[src/rtl/alarm_multizone.sv]
// N-zone intrusion controller: exit/entry delays, instant or delayed zones,
// timed siren with optional re-arm, and a sticky record of tripped zones.
module alarm_zone_bit (
    input  logic clk,
    input  logic rst,
    input  logic clr,
    input  logic en,
    input  logic sensor,
    output logic seen
);
    always_ff @(posedge clk) begin
        if (rst || clr)
            seen <= 1'b0;
        else if (en && sensor)
            seen <= 1'b1;
    end
endmodule

module alarm_multizone #(
    parameter int N_ZONES      = 4,
    parameter int EXIT_CYCLES  = 16,
    parameter int ENTRY_CYCLES = 16,
    parameter int SIREN_CYCLES = 64,
    parameter int REARM        = 1
) (
    input  logic               clk,
    input  logic               rst,
    input  logic               remote,
    input  logic [N_ZONES-1:0] sensors,
    input  logic [N_ZONES-1:0] instant_mask,
    output logic               siren,
    output logic               armed,
    output logic [2:0]         state,
    output logic [N_ZONES-1:0] alarm_zone
);
    localparam int MAX_A = (EXIT_CYCLES > ENTRY_CYCLES) ? EXIT_CYCLES : ENTRY_CYCLES;
    localparam int MAX_C = (MAX_A > SIREN_CYCLES) ? MAX_A : SIREN_CYCLES;
    localparam int CW    = $clog2(MAX_C + 1);

    localparam logic [CW-1:0] EXIT_LOAD  = CW'(EXIT_CYCLES - 1);
    localparam logic [CW-1:0] ENTRY_LOAD = CW'(ENTRY_CYCLES - 1);
    localparam logic [CW-1:0] SIREN_LOAD = CW'(SIREN_CYCLES - 1);

    typedef enum logic [2:0] {
        DISARMED = 3'd0,
        EXIT     = 3'd1,
        ARMED    = 3'd2,
        ENTRY    = 3'd3,
        ALARM    = 3'd4
    } state_t;

    state_t        st;
    logic [CW-1:0] cnt;
    logic          remote_q;
    logic          rem_edge;
    logic          trip_inst;
    logic          trip_any;
    logic          cnt_zero;

    assign rem_edge  = remote & ~remote_q;
    assign trip_inst = |(sensors & instant_mask);
    assign trip_any  = |sensors;
    assign cnt_zero  = (cnt == '0);

    // One shared down-counter; each timed state loads it on entry.
    always_ff @(posedge clk) begin
        if (rst) begin
            st       <= DISARMED;
            cnt      <= '0;
            remote_q <= 1'b1;
        end else begin
            remote_q <= remote;
            case (st)
                DISARMED: begin
                    if (rem_edge) begin
                        st  <= EXIT;
                        cnt <= EXIT_LOAD;
                    end
                end
                EXIT: begin
                    if (rem_edge)      st  <= DISARMED;
                    else if (cnt_zero) st  <= ARMED;
                    else               cnt <= cnt - 1'b1;
                end
                ARMED: begin
                    if (rem_edge) begin
                        st <= DISARMED;
                    end else if (trip_inst) begin
                        st  <= ALARM;
                        cnt <= SIREN_LOAD;
                    end else if (trip_any) begin
                        st  <= ENTRY;
                        cnt <= ENTRY_LOAD;
                    end
                end
                ENTRY: begin
                    if (rem_edge) begin
                        st <= DISARMED;
                    end else if (trip_inst || cnt_zero) begin
                        st  <= ALARM;
                        cnt <= SIREN_LOAD;
                    end else begin
                        cnt <= cnt - 1'b1;
                    end
                end
                ALARM: begin
                    if (rem_edge)      st  <= DISARMED;
                    else if (cnt_zero) st  <= (REARM != 0) ? ARMED : DISARMED;
                    else               cnt <= cnt - 1'b1;
                end
                default: st <= DISARMED;
            endcase
        end
    end

    assign state = st;
    assign siren = (st == ALARM);
    assign armed = (st == ARMED) || (st == ENTRY) || (st == ALARM);

    // Zone record clears only on arming, so it survives disarm for readout.
    for (genvar z = 0; z < N_ZONES; z++) begin : g_zone
        alarm_zone_bit u_zone (
            .clk    (clk),
            .rst    (rst),
            .clr    ((st == DISARMED) && rem_edge),
            .en     (armed),
            .sensor (sensors[z]),
            .seen   (alarm_zone[z])
        );
    end
endmodule

[config.mk]
export PLATFORM = sky130hd
export DESIGN_NAME = alarm_multizone
export DESIGN_NICKNAME = d
export VERILOG_FILES = /design/src/rtl/alarm_multizone.sv
export SDC_FILE = /design/constraint.sdc
export NUM_CORES = 1
export LEC_CHECK = 0
export ABC_AREA = 1
export ABC_CLOCK_PERIOD_IN_PS = 1200
export CAP_MARGIN = 10
export CORE_UTILIZATION = 45
export CTS_BUF_LIST = sky130_fd_sc_hd__clkbuf_4 sky130_fd_sc_hd__clkbuf_8
export DETAILED_ROUTE_END_ITERATION = 12
export PLACE_DENSITY = 0.71
export SYNTH_ARGS = -nofsm -noshare
export SYNTH_HDL_FRONTEND = slang
export SYNTH_SLANG_ARGS = --single-unit
[constraint.sdc]
create_clock -name clk -period 1.2 [get_ports clk]
set_input_delay 0.24 -clock clk [delete_from_list [all_inputs] [get_ports clk]]
set_output_delay 0.24 -clock clk [all_outputs]
set_load 0.03 [all_outputs]
# After elaboration in Yosys (flattened, before gate mapping)
# Index checks and enable logic that the tools add are counted.
word_totals:
  reg_bits: 15
  latchBits: 0
  mem_bits_rw: 0
  mem_bits_ro: 0
  in_bits: 11
  output_inout_bits: 9
  word_cells: 59
  n_memories: 0
classes:
  addsub: 1
  n_mul: 0
  div_mod_pow: 0
  n_lt_le_gt_ge: 0
  n_eq_ne: 13
  n_shift: 0
  muxes: 18
  bitwise: 3
  reduce_logical: 17
ops:
  columns: ["op", "n"]
  rows:
  - ["2-to-1 mux 7 bit", 8]
  - ["one-hot mux 7 bit (4 select lines)", 1]
  - ["2-to-1 mux 3 bit", 8]
  - ["one-hot mux 3 bit (4 select lines)", 1]
  - ["!= test 2 bit, second input constant", 5]
  - ["OR reduction 4 bit", 2]
  - ["logical NOT 7 bit", 1]
  - ["AND reduction 7 bit", 1]
  - ["subtractor 7 x 1 -> 7 bit, second input constant", 1]
  - ["== test 3 x 2 -> 1 bit, second input constant", 2]
  - ["!= test 3 bit, second input constant", 2]
  - ["logical AND 1 bit", 5]
  - ["AND 4 bit", 1]
  - ["logical OR 1 bit", 4]
  - ["!= test 4 bit, second input constant", 1]
  - ["AND reduction 4 bit", 1]
  - ["nonzero test 4 bit", 1]
  - ["== test 3 x 1 -> 1 bit, second input constant", 1]
  - ["== test 3 bit, second input constant", 1]
  - ["logical NOT 3 bit", 1]
  - ["!= test 3 x 1 -> 1 bit, second input constant", 1]
  - ["OR reduction 2 bit", 1]
  - ["AND 1 bit", 1]
  - ["inverter 1 bit", 1]

# Longest topological paths before layout
depth:
  depth_word: 6
  ltp_mapped: 11
  ltp_nobuf: 11

# Hierarchy
# A second synthesis with hierarchy kept.
unflattened:
  cells_unflattened: 177
  hier_area_um2: 1062.3
modules_own_cells:
  columns: ["module", "instances", "cells_per_inst", "area_each_um2", "seq_area_each_um2"]
  rows:
  - ["alarm_multizone", 1, 149, 892.1, 220.2]
  - ["alarm_zone_bit", 4, 7, 42.5, 20.0]

# Worst setup path after synthesis
# Ideal clock, no wire load.
synth_timing:
  kind: "register to register"
  startpoint: "register st[0] (netlist: state[0])"
  endpoint: "register g_zone[0].u_zone.seen"
  setup_ps: 117
  arrival_ps: 1425
  t_required_ps: 1083
  path_slack_ps: -342
  stages_incl_launch_ff: 6
  path_buffers: 0
  period_less_slack_ps: 1542
  cell_sequence: "dfxtp_1 nor2_2 nand2_2 nand3_1 a21oi_1 nor2_1"
synth_via:
  elab_chain_len: 4
  word_cells_on_any_way: 9
  cone_classes: "3 x eq/ne; 6 x reduce/logical"
synth_rtl:
  columns: ["item", "line", "source"]
  rows:
  - ["from (decl)", "52", "state_t st;"]
  - ["from (signal assigned)", "108", "else if (cnt_zero) st <= (REARM != 0) ? ARMED : DISARMED;"]
  - ["== test 3 x 2 -> 1 bit", "118", "assign armed = (st == ARMED) || (st == ENTRY) || (st == ALARM);"]
  - ["logical OR 1 bit", "118", null]
  - ["logical OR 1 bit (*)", "118", null]
  - ["via armed", "32", "output logic armed,"]
  - ["logical AND 1 bit (*)", "14", "else if (en && sensor)"]
  - ["to (signal assigned)", "13", "seen <= 1'b0;"]
  - ["to (signal assigned)", "15", "seen <= 1'b1;"]
  - ["to (decl)", "9", "output logic seen"]
# The timed path passes the listed nets; every way through them passes the cells marked *.
# A chain may end at the register's enable or synchronous reset.

# Worst setup path in the final report
layout_timing:
  startpoint: "register st[0] (netlist: state[0])"
  endpoint: "register cnt[4]"
layout_via:
  elab_chain_len: 4
  word_cells_on_any_way: 15
  cone_classes: "10 x eq/ne; 1 x mux; 4 x reduce/logical"
layout_rtl:
  columns: ["item", "line", "source"]
  rows:
  - ["== test 3 bit / == test 3 x 1 -> 1 bit (equally long branches)", "73", "case (st)"]
  - ["OR reduction 2 bit (no line)", null, null]
  - ["!= test 2 bit (no line) / nonzero test 4 bit (equally long branches)", null, null]
  - ["AND reduction 7 bit (no line)", null, null]
  - ["to (signal assigned)", "83", "else cnt <= cnt - 1'b1;"]
  - ["to (signal assigned)", "103", "cnt <= cnt - 1'b1;"]
  - ["to (signal assigned)", "109", "else cnt <= cnt - 1'b1;"]
  - ["to (decl)", "53", "logic [CW-1:0] cnt;"]
# Parallel ways exist; a longest one is shown, timed or not.

==> impl_results.md <==
- Die footprint: 2490 sq um
- Most frequent cells in the layout: nand2_1 (38), buf_4 (28), nor2_1 (22)
- Largest family of logic cells by synthesized area: simple AND/OR/NAND/NOR gates
- DP Wirelength: 2.16 mm
- Max IR drop VDD: 0.00180 V
- Post-DR vias/cell: 5.10
- Tmin final: 1.44 ns
- Startpoint Class: register
- Slowest stage delay, CP: 0.40 ns
- PnR Total Power: 4.54 mW
- Residual DRC: 0
- First-pass GRT wire length: 4.89 mm
- DRT iter0 DRCs: 33
- Synth unique cells: 21
- Slew @ Worst Pin: 0.247 ns
- Arr. time, crit path: 1.66 ns
- Via Count: 1255
- Total iterations of the first detailed-routing run: 4
- PortBufs: 19
- CTS root buffer: clkbuf_4
- Post-Synth Adder-Cell Area: 0.0242
- Initial core utilization: 0.501
- Leakage: 0.864 nW
- Commonest non-fill, non-tap cell in the layout: nand2_1
- Max-slew violations: 0
- Die height: 49.9 um
- Routed WL: 3.10 mm
- YS warnings: 0
- Remaining antenna violation count: 0
- Setup-failing EPs final: 13
- CP Class: register to register
- Clk_skew: 0.00838 ns
- Post-synthesis mux area share: 0
- Worst-path clk slew: 0.11 ns
- # rows: 16
- Nets: 233
- Top cell type's share of synthesized area: 0.291
- DR WL/cell: 12.6 um
- Vias in the first global route: 1146
- CTS max path bufs: 2
- Clk sinks: 15
- Die Width: 49.9 um
- Syn-to-layout area delta: 66.8%
- # hold bufs at CTS: 0
- GRT overflow: 0
- Core area: 2060 sq um
- Simple-gate share of the synthesized area: 0.496
- Top cells by area, synth: dfxtp_1 (29%), nand2_1 (17%), nor2_1 (12%), nand3_1 (9.7%), inv_1 (5.5%)
- Num CTS Buffers: 3
- Worst EP required: 1.42 ns
- H-tree Lvls: 1
- Worst-Skew Late Latency: 0.31 ns
- Gpl congestion: 0.942
- CP endpoint kind: register
- Syn Inst Count: 170
- All-Layer GR Usage: 0.262
- Ant diodes: 0
- Hold Path Class: register to register
- Initial antenna violation count: 0
- Largest net degree at the start of global routing: 10
- Status: complete, but fails checks
- Tcrit/Tclk final: 1.20
- Final Hold Fails: 0
- Mapped Area: 1030 sq um
- Avg Cell Area, Syn: 6.07 sq um
- Final instance area: 1720 sq um
- Worst Path Max Fanout: 6
- Biggest area consumer among synthesized cells: dfxtp_1
- Synth Area in Compound Gates: 0.0655
- Worst-path cell chain: buf_6 > nand2_4 > nand2_2 > nor2_4 > nand3b_1 > nand2_4 > buf_12 > nand3b_1 > nand2_1 > nor2_1
- CTS tree: done
- Worst path slowest cell: dfxtp_4
- Failing checks: negative setup slack
- Final worst slack: -0.239 ns
- # Max-Cap Violations: 0
- Layout cell share with drive strength beyond 1: 0.438
- Cell Area, Placed: 1430 sq um
- Synth Area in XOR/XNOR: 0.0255
- Seq cells post-synth: 15
- Pwr/cell area: 2640 nW/um^2
- Sequential area share after synthesis: 0.291
- Rel. slew slack: 0.835
- Fmax: 695 MHz
- Number of I/O pins: 20
- Synthesized net count: 183
- Setup repair after global routing missed its margin: true
-- routing by layer --
| metal | global-route usage | vias to the layer above | share of wire |
|---|---|---|---|
| met4 | 0.100 | 0 | 0.019 |
| met5 | 0 | - | 0 |
| met1 | 0.341 | 587 | 0.45 |
| met3 | 0.0370 | 7 | 0.031 |
| li1 | - | 638 | - |
| met2 | 0.430 | 23 | 0.50 |
-- cells by family (layout without fill, tap and decap cells) --
kind of cell / after synthesis / in the layout
buffers and inverters: 23 / 72
and+or+nand+nor: 114 / 114
DFF: 15 / 15
AOI/OAI and AO/OA: 13 / 13
adders and majority gates: 2 / 2
xor gates and xnor gates: 3 / 3
-- registers in the layout, indices dropped and copies added (netlist names) --
| signal | flops |
|---|---|
| cnt | 7 |
| g_zone.u_zone.seen | 4 |
| state | 3 |
| remote_q | 1 |
-- power breakdown --
| part | internal (mW) | switching, mW |
|---|---|---|
| Clock | 0.125 | 0.194 |
| Sequential | 0.701 | 0.225 |
| Combinational | 1.47 | 1.83 |
-- path summary, 6_finish.rpt --
| kind | from | to | slack (ns) | cells past startpoint |
|---|---|---|---|---|
| max | state[0] | cnt[4] | -0.24 | 10 |
| max reg2reg | state[0] | cnt[4] | -0.24 | 10 |
| min | g_zone[3].u_zone.seen | g_zone[3].u_zone.seen | 0.48 | 2 |
| min reg2reg | g_zone[3].u_zone.seen | g_zone[3].u_zone.seen | 0.48 | 2 |
-- cell usage after synthesis, drive strengths merged --
cell	number
ha	2
clkinv	1
nand2	51
nand4	1
o21bai	1
nand3b	3
dfxtp	15
nand3	22
a21oi	8
xor2	3
nor2	36
o21ai	4
inv	18
or2	1
buf	4
-- repair_timing --
| item | 4_1_cts | 5_1_grt |
|---|---|---|
| setup endpoints to repair | 15 | 19 |
| cloned | 0 | 0 |
| pin swaps | 5 | 23 |
| resized for setup | 17 | 33 |
| setup buffers | 6 | 3 |
-- through the flow --
stage          hold WS, ns   util  setup WS (ns)  TNS [ns]  instances
2_1_floorplan        0.309      -        -0.0597    -0.461        170
3_3_place_gp         0.457  0.691         -0.442     -5.24        233
3_5_place_dp         0.462  0.691         -0.470     -5.49        233
4_1_cts              0.493  0.754         -0.196     -2.03        243
5_1_grt              0.524  0.835         -0.296     -3.30        246
6_report             0.485  0.835         -0.239     -2.41        246
-- cell type report --
type | count | area [sq um]
clock buffer | 3 | 22.5
clock inverter | 1 | 5.00
fill | 133 | 340
inverter | 19 | 83.8
multi-input combinational | 132 | 820
sequential | 15 | 314
tap | 27 | 33.8
timing repair buffer | 49 | 443
-- worst max-delay path: cells and delay by family (launching register included) --
family / cells / cell delay [ns]
buffers and inverters: 2 / 0.25
AND/OR/NAND/NOR: 8 / 0.72
flip-flops: 1 / 0.40
No activity file was read; power rests on OpenSTA's default activity.
